$ cat config.mk
export PLATFORM = sky130hd
export DESIGN_NAME = pcie_vc_switch
export DESIGN_NICKNAME = d
export VERILOG_FILES = /design/src/rtl/pcie_vc_switch.sv
export SDC_FILE = /design/constraint.sdc
export NUM_CORES = 1
export LEC_CHECK = 0
export CORE_MARGIN = 3
export CORE_UTILIZATION = 55
export DETAILED_ROUTE_END_ITERATION = 16
export PLACE_DENSITY_LB_ADDON = 0.08
export SKIP_LAST_GASP = 1
export SYNTH_ARGS = -nofsm -noshare
export SYNTH_HDL_FRONTEND = slang
export SYNTH_SLANG_ARGS = --single-unit
$ cat constraint.sdc
create_clock -name clk -period 14.1 [get_ports clk]
set_input_delay 2.82 -clock clk [delete_from_list [all_inputs] [get_ports clk]]
set_output_delay 2.82 -clock clk [all_outputs]
set_load 0.02 [all_outputs]
$ cat src/rtl/pcie_vc_switch.sv
// Transaction-layer crossbar: per-channel ingress/egress FIFOs, round-robin arbiter, watermarks, pop counters.
// Define STRICT_PRIO_EN for fixed lowest-channel-first arbitration instead of round-robin.
module pcie_vc_switch #(
  parameter int DATA_BITS = 8,
  parameter int DEST_BITS = 2,
  parameter int ADDR_BITS = 3,
  parameter int CNT_BITS  = 5,
  parameter int DEF_LOW   = 1,
  parameter int DEF_HIGH  = 6,
  localparam int NUM_CH   = 2 ** DEST_BITS,
  localparam int W        = DEST_BITS + DATA_BITS
) (
  input  logic                  clk,
  input  logic                  reset,
  input  logic                  init,
  input  logic [ADDR_BITS-1:0]  limit_low,
  input  logic [ADDR_BITS-1:0]  limit_high,
  input  logic [NUM_CH*W-1:0]   data_in,
  input  logic [NUM_CH-1:0]     push,
  input  logic [NUM_CH-1:0]     pop,
  output logic [NUM_CH*W-1:0]   data_out,
  output logic [NUM_CH-1:0]     valid_out,
  output logic [NUM_CH-1:0]     in_afull,
  output logic [NUM_CH-1:0]     out_aempty,
  input  logic                  req,
  input  logic [DEST_BITS-1:0]  idx,
  output logic [CNT_BITS-1:0]   counter_out,
  output logic                  cnt_valid,
  output logic [2:0]            state,
  output logic                  error
);

  localparam int DEPTH = 2 ** ADDR_BITS;
  localparam int OW    = ADDR_BITS + 1;
  localparam logic [OW-1:0] FULL_OCC = OW'(DEPTH);

  typedef enum logic [2:0] {
    S_RESET  = 3'd0,
    S_INIT   = 3'd1,
    S_IDLE   = 3'd2,
    S_ACTIVE = 3'd3,
    S_ERROR  = 3'd4
  } state_t;

  state_t st;

  logic [W-1:0]          in_mem  [NUM_CH][DEPTH];
  logic [W-1:0]          out_mem [NUM_CH][DEPTH];
  logic [ADDR_BITS-1:0]  in_wp  [NUM_CH];
  logic [ADDR_BITS-1:0]  in_rp  [NUM_CH];
  logic [ADDR_BITS-1:0]  out_wp [NUM_CH];
  logic [ADDR_BITS-1:0]  out_rp [NUM_CH];
  logic [OW-1:0]         in_occ  [NUM_CH];
  logic [OW-1:0]         out_occ [NUM_CH];
  logic [CNT_BITS-1:0]   cnt [NUM_CH];
  logic [ADDR_BITS-1:0]  lim_lo;
  logic [ADDR_BITS-1:0]  lim_hi;

  logic [DEST_BITS-1:0]  head_dest [NUM_CH];
  logic [NUM_CH-1:0]     in_full, in_empty, out_empty, eligible;
  logic [NUM_CH-1:0]     push_ok, pop_ok, take_in, put_out;
  logic                  arb_en, pop_en, any_busy, err_evt, xfer;
  logic [DEST_BITS-1:0]  gnt, gnt_dest;
  logic [W-1:0]          gnt_word;

  assign state = st;

  always_comb begin
    arb_en   = (st == S_IDLE) || (st == S_ACTIVE);
    pop_en   = (st != S_RESET) && (st != S_INIT);
    any_busy = 1'b0;
    for (int ch = 0; ch < NUM_CH; ch++) begin
      in_full[ch]    = (in_occ[ch] == FULL_OCC);
      in_empty[ch]   = (in_occ[ch] == '0);
      out_empty[ch]  = (out_occ[ch] == '0);
      head_dest[ch]  = in_mem[ch][in_rp[ch]][W-1 -: DEST_BITS];
      eligible[ch]   = arb_en && !in_empty[ch] &&
                       (out_occ[head_dest[ch]] < {1'b0, lim_hi});
      in_afull[ch]   = (in_occ[ch] >= {1'b0, lim_hi});
      out_aempty[ch] = (out_occ[ch] <= {1'b0, lim_lo});
      any_busy       = any_busy | !in_empty[ch] | !out_empty[ch];
    end
  end

`ifdef STRICT_PRIO_EN
  // Scan downwards so the lowest eligible channel is the last one assigned.
  always_comb begin
    xfer = 1'b0;
    gnt  = '0;
    for (int i = NUM_CH - 1; i >= 0; i--) begin
      if (eligible[i]) begin
        xfer = 1'b1;
        gnt  = DEST_BITS'(i);
      end
    end
  end
`else
  logic [DEST_BITS-1:0] last_grant;
  logic [DEST_BITS-1:0] cand;

  // Offsets scanned from farthest to nearest; offset NUM_CH truncates to last_grant itself.
  always_comb begin
    xfer = 1'b0;
    gnt  = '0;
    cand = '0;
    for (int i = NUM_CH; i >= 1; i--) begin
      cand = last_grant + DEST_BITS'(i);
      if (eligible[cand]) begin
        xfer = 1'b1;
        gnt  = cand;
      end
    end
  end

  always_ff @(posedge clk) begin
    if (reset)
      last_grant <= DEST_BITS'(NUM_CH - 1);
    else if (xfer)
      last_grant <= gnt;
  end
`endif

  always_comb begin
    gnt_word = in_mem[gnt][in_rp[gnt]];
    gnt_dest = gnt_word[W-1 -: DEST_BITS];
    err_evt  = 1'b0;
    for (int ch = 0; ch < NUM_CH; ch++) begin
      push_ok[ch] = push[ch] & ~in_full[ch];
      pop_ok[ch]  = pop_en & pop[ch] & ~out_empty[ch];
      take_in[ch] = xfer && (gnt == DEST_BITS'(ch));
      put_out[ch] = xfer && (gnt_dest == DEST_BITS'(ch));
      err_evt     = err_evt | (push[ch] & in_full[ch]) | (pop_en & pop[ch] & out_empty[ch]);
    end
  end

  // FIFO storage carries no reset; validity is tracked entirely by the pointers.
  always_ff @(posedge clk) begin
    for (int ch = 0; ch < NUM_CH; ch++) begin
      if (push_ok[ch])
        in_mem[ch][in_wp[ch]] <= data_in[ch*W +: W];
      if (put_out[ch])
        out_mem[ch][out_wp[ch]] <= gnt_word;
    end
  end

  always_ff @(posedge clk) begin
    if (reset) begin
      st          <= S_RESET;
      error       <= 1'b0;
      lim_lo      <= ADDR_BITS'(DEF_LOW);
      lim_hi      <= ADDR_BITS'(DEF_HIGH);
      data_out    <= '0;
      valid_out   <= '0;
      counter_out <= '0;
      cnt_valid   <= 1'b0;
      for (int ch = 0; ch < NUM_CH; ch++) begin
        in_wp[ch]   <= '0;
        in_rp[ch]   <= '0;
        out_wp[ch]  <= '0;
        out_rp[ch]  <= '0;
        in_occ[ch]  <= '0;
        out_occ[ch] <= '0;
        cnt[ch]     <= '0;
      end
    end else begin
      case (st)
        S_RESET: st <= S_INIT;
        S_ERROR: st <= S_ERROR;
        default: begin
          if (err_evt)          st <= S_ERROR;
          else if (init)        st <= S_INIT;
          else if (st == S_INIT) st <= S_IDLE;
          else                  st <= any_busy ? S_ACTIVE : S_IDLE;
        end
      endcase

      error <= error | err_evt;

      if (st == S_INIT) begin
        lim_lo <= limit_low;
        lim_hi <= limit_high;
      end

      for (int ch = 0; ch < NUM_CH; ch++) begin
        if (push_ok[ch]) in_wp[ch] <= in_wp[ch] + 1'b1;
        if (take_in[ch]) in_rp[ch] <= in_rp[ch] + 1'b1;
        in_occ[ch] <= in_occ[ch] + OW'(push_ok[ch]) - OW'(take_in[ch]);

        if (put_out[ch]) out_wp[ch] <= out_wp[ch] + 1'b1;
        if (pop_ok[ch]) begin
          out_rp[ch]           <= out_rp[ch] + 1'b1;
          data_out[ch*W +: W]  <= out_mem[ch][out_rp[ch]];
          cnt[ch]              <= cnt[ch] + CNT_BITS'(1);
        end
        out_occ[ch]   <= out_occ[ch] + OW'(put_out[ch]) - OW'(pop_ok[ch]);
        valid_out[ch] <= pop_ok[ch];
      end

      if (req) begin
        counter_out <= cnt[idx];
        cnt_valid   <= 1'b1;
      end else begin
        counter_out <= '0;
        cnt_valid   <= 1'b0;
      end
    end
  end

endmodule

**Yosys cells after proc, flatten, opt, wreduce, memory -nomap -nowiden**

Memory sizes are Yosys's and may differ from the RTL's. A register that Yosys moved wholly into a read port is not among the register bits.
Cells that the tools add are included.

- Register bits after elaboration: 57
- Word-level logic and storage cells: 415
- Output and inout port bits: 62
- Memory bits (writable): 740
- Memories: 9
- Input bits: 60

- Equal/unequal tests: 15
- Bitwise logic cells: 89
- Multiplexer cells: 161
- Add/sub/neg operators: 39
- $lt $le $gt $ge: 41
- Reductions and logical operators: 50

Memories:

| name | words | width | rd ports | clocked after memory_dff | wr ports | RTL line | source |
|---|---|---|---|---|---|---|---|
| in_mem | 4 | 80 | 5 | 0 | 4 | 47 | `logic [W-1:0] in_mem [NUM_CH][DEPTH];` |
| out_mem | 4 | 80 | 4 | 0 | 1 | 48 | `logic [W-1:0] out_mem [NUM_CH][DEPTH];` |
| cnt | 4 | 5 | 5 | 1 | 4 | 55 | `logic [CNT_BITS-1:0] cnt [NUM_CH];` |
| in_occ | 4 | 4 | 4 | 0 | 4 | 53 | `logic [OW-1:0] in_occ [NUM_CH];` |
| out_occ | 4 | 4 | 8 | 0 | 4 | 54 | `logic [OW-1:0] out_occ [NUM_CH];` |
| in_rp | 4 | 3 | 5 | 0 | 4 | 50 | `logic [ADDR_BITS-1:0] in_rp [NUM_CH];` |
| 3 more memories | -- | -- | -- | -- | -- | -- |  |

Operator list:

| kind | number |
|---|---|
| $mux 80 | 14 |
| $bmux 10 s3 | 9 |
| $mux 10 | 26 |
| $demux 10 s3 | 8 |
| $reduce_or 80->1 | 3 |
| $ge 4x4->1 const B | 17 |
| $not 3->4 | 17 |
| $mux 1 | 62 |
| $mux 3 | 17 |
| $add 3x1->3 const B | 16 |
| $or 1x1->1 | 43 |
| $add 4x1->4 | 8 |
| $logic_not 4->1 | 8 |
| $lt 4x1->1 const B | 8 |
| $mux 4 | 8 |
| $sub 4x1->4 | 8 |
| $logic_and 1x1->1 | 25 |
| $add 5x1->5 const B | 4 |
| $and 1x1->1 | 20 |
| $mux 5 | 4 |
| $eq 4x4->1 const B | 4 |
| $ge 4x3->1 | 4 |
| $le 4x3->1 | 4 |
| $lt 4x3->1 | 4 |
| other kinds (19) | 54 |

**Logic depth before layout (Yosys ltp)**

An unclocked memory read counts as a cell.

- Word-level depth: 27
- Mapped depth: 29

**Worst setup path after synthesis**

No wires, ideal clock.

- Kind: flip-flop to flip-flop
- From: memory in_rp[1][0]
- To: memory out_mem[0][10] in the netlist's numbering (enable)
- Path buffers: 3
- Stages on the path, launching flop included: 19
- Arrival time: 6.269 ns
- Path slack: 7.397 ns
- Cells stage by stage: edfxtp_1 -> buf_2 -> mux2i_1 -> mux4_2 -> clkbuf_1 -> a211oi_1 -> a21oi_1 -> ha_1 -> a2111oi_0 -> nor2b_1 -> a2bb2oi_1 -> o31ai_1 -> nand2_1 -> buf_2 -> a21oi_1 -> nor2_1 -> nor4_1 -> nand3_1 -> a2111oi_0

RTL lines:

| item | RTL line |
|---|---|
| start, declared | 50 |
| end, declared | 48 |

==> parameters.txt <==
Parameter                              Value

GRT
  Maximum number of pins on one net before global-route repair ... 77
  Global-route usage over all layers ... around a quarter
  Number of global-route vias before repair ... slightly above 20000
  Antenna violations before repair ... 2
  Total grt overflow ... 0
  Global-route wire length before repair ... between 100000 and 150000 µm

Setup path
  Cells along the critical path ... mux4_2, mux2i_2, a211oi_1, a21oi_1, ha_1, a2111oi_0, nor2b_1, a2bb2oi_1, o31ai_1, nand2_1, a21oi_1, nor2_1, nor4_1, nand3_1, a2111oi_2
  Type of origin of the critical path ... flop
  Arrival time reported for the critical path endpoint ... slightly above 8 ns
  Flop-to-flop setup slack ... about 6 ns
  Slowest CP cell ... a2111oi_2
  Required time at the worst-slack endpoint ... 14.34 ns
  Family of cells with the greatest summed delay on the critical path ... compound AO/OA/AOI/OAI gates
  Endpoint of the most critical register-to-register path ... out_mem[1][38]
  Crit path buffers/inverters ... 0
  Maximum net fanout on the critical path ... 13
  Worst Setup End Kind ... flop
  Reg-to-reg critical path startpoint ... in_rp[1][0]
  Classification of the worst setup path ... flop to flop
  Most numerous cell on the critical path ... a21oi_1
  Count of cells along the worst register-to-register path ... 15
  Longest individual stage delay on the worst path ... around 1.3 ns

Final layout
  Fill cells ... approximately 4300
  Top library cells by usage in the layout, fill and taps aside ... edfxtp_1 (708), nor2_1 (148), nand2_1 (121), clkdlybuf4s50_1 (120), mux4_2 (98)
  Final net count ... ~2500
  Total non-filler cell area in the finished layout ... roughly 0.039 mm²
  Number of standard cells in the layout, taps in and fillers out ... between 3000 and 4000
  Layout cell share with drive strength beyond 1 ... around 14%
  Final core area utilization ... between 60 and 70%
  Area delta synth->final ... 15.5%
  Commonest non-fill, non-tap cell in the layout ... edfxtp_1

Timing
  Total negative setup slack ... 0 ns
  Ratio of final minimum period to clock period ... a little under three fifths
  Clock period minus final worst setup slack ... slightly above 8 ns
  Count of final setup violators ... 0
  Slew Viols, Final ... 0
  Pin slew with the least headroom to its limit ... 1.32 ns
  Max Clk Rate ... approximately 0.12 GHz
  Hold_ws ... around 0.46 ns
  RSZ-0062 raised after global routing ... no
  Clock Skew ... ~0.038 ns
  Final worst-path setup slack ... roughly 6 ns
  Max-slew headroom ... around an eighth
  Final number of hold-violating endpoints ... 0

Clock tree
  CTS tree ... built
  Number of H-tree branching levels ... 3
  Quantity of gates resized following cts ... 0
  Latest clock arrival within the worst-skew pair ... 0.65 ns
  CTS buffer count ... about 80
  Root buffer cell ... clkbuf_16
  Hold_buf cts ... 0
  Total setup buffers inserted after CTS ... 0
  Largest buffer count on any clock path ... 3
  Clock transition time at the flip-flop clock pins of the worst setup and hold paths ... 0.06 ns
  CTS sink cnt ... 802

Min path
  Hold path cells ... 2
  Hold endpoint ... lim_lo[1]
  Worst min-delay path class ... flop to flop
  Startpoint of the tightest hold check path ... lim_lo[1]

Placed design
  DP Cell Count ... 3045
  Final GP Congestion ... ~0.95
  Post-placement setup slack ... 6.08 ns
  Count of port buffers added during placement ... roughly 120
  Placed instance area ... about 0.036 mm²
  Final HPWL DP ... around 56000 µm

Drt
  Mean routed wirelength per cell ... 26.0 µm
  Number of iterations in the first detailed-routing pass ... 9
  Drt initial violations ... 2000
  Wire length reported by the detailed router ... 83200 µm
  Total DRC errors in the routed layout ... 0
  Vias per std cell ... around 6.3
  Post-route ant nets ... 0
  DR vias ... slightly above 20000

Yosys
  Net count of the mapped netlist ... 2369
  Share of async-settable or async-resettable flops after synthesis ... 0%
  Number of distinct standard cells referenced by the synthesized netlist ... 71
  Sequential fraction of the synthesis area ... 68.0%
  Syn_area_per_cell ... between 15 and 20 µm²
  Synthesized netlist cell count ... 2205
  Count of synthesis-stage warnings from yosys ... 0
  Flip-flop and latch count after synthesis ... between 800 and 900
  Number of flops mapped to enable cells by yosys ... approximately 700
  Post-synth top flop ... edfxtp_1
  Post-Synthesis Cell Area ... ~0.034 mm²

Floorplanning
  Overall die width ... between 200 and 300 µm
  Boundary pin count ... roughly 120
  Die area ... 0.0649 mm²
  Core area ... 0.0608 mm²
  Die outline height ... between 200 and 300 µm
  Cell Rows ... 90
  Initial core utilization ... around 56%

Run
  # Max-Cap Violations ... 0

Outcome
  Result of the run ... finished, final reports clean

Power
  Power density over the cells ... roughly 190 mW/mm²
  Leak ... between 10 and 15 nW
  Maximum vdd ir drop ... between 0.1 and 0.15 mV
  Total power of the final layout ... 7.61 mW
==> worst max-delay path by stage <==
stage	endpoint	slack, ns	cells after the start	from
5_1_grt	out_mem[1][38]	5.43	15	in_rp[1][0]
6_report	out_mem[1][38]	6.03	15	in_rp[1][0]
3_5_place_dp	out_mem[2][35]	6.08	15	in_rp[1][0]
2_1_floorplan	out_mem[0][10]	7.40	18	in_rp[1][0]
3_3_place_gp	out_mem[3][13]	6.50	17	in_rp[3][0]
4_1_cts	out_mem[2][34]	5.98	15	in_rp[1][0]
==> power breakdown <==
group | switching, mW | internal, mW | leakage [nW]
Combinational | 1.36 | 0.704 | 4.71
Sequential | 0.155 | 3.12 | 7.25
Clock | 0.931 | 1.34 | 1.38
Total | 2.45 | 5.17 | 13.3
==> final cells by class <==
type / instances / area, µm² / share of cell area (%)
Inverter: 97 / 364 / 0.927
Clock inverter: 50 / 701 / 1.78
Clock buffer: 99 / 2160 / 5.49
Antenna cell: 1 / 2.50 / 0.00637
Sequential cell: 802 / 23100 / 58.9
Tap cell: 782 / 978 / 2.49
Timing Repair Buffer: 176 / 1620 / 4.13
Multi-Input combinational cell: 1188 / 10300 / 26.3
==> synthesized netlist by cell type, types with 54 or more instances <==
cell	n	area [µm²]
nor2_1	148	556
mux4_2	98	2210
mux2i_1	76	761
a211oi_1	62	465
nand2_1	121	454
inv_1	95	357
a222oi_1	72	721
clkbuf_1	69	259
ha_1	96	1200
edfxtp_1	708	21300
nand3_1	84	420
dfxtp_1	94	1880
a21oi_1	54	270
==> worst min-delay path, stage by stage, from the launching register on <==
cell	delay, ns
dfxtp_1	0.30
nand2_1	0.05
a21oi_1	0.06
==> state kept, by name (all words and copies together), names as in the netlist, 16 cells and up, named ones only <==
name,cells
data_out,40
in_occ,16
cnt,20
in_mem,320
out_occ,16
out_mem,320
==> per-layer routing <==
| metal | up-vias | wire length [µm] | global-route usage (%) |
|---|---|---|---|
| li1 | 9001 | - | - |
| met1 | 10200 | 34700 | 35.4 |
| met2 | 770 | 40700 | 42.8 |
| met3 | 178 | 4800 | 4.14 |
| met4 | 2 | 3080 | 9.32 |
| met5 | - | 13 | 0 |
==> logic make-up after synthesis <==
group / Yosys count / synth area share (%)
AO/OA/AOI/OAI: 346 / 8.12
XOR/XNOR: 44 / 1.13
adder cells (fa/ha/maj): 104 / 4.00
buffers and inverters: 215 / 2.50
flip-flops: 802 / 68.0
multiplexers: 182 / 9.08
AND/OR/NAND/NOR: 512 / 7.15
Note: power is estimated with default switching activity, not from simulation.
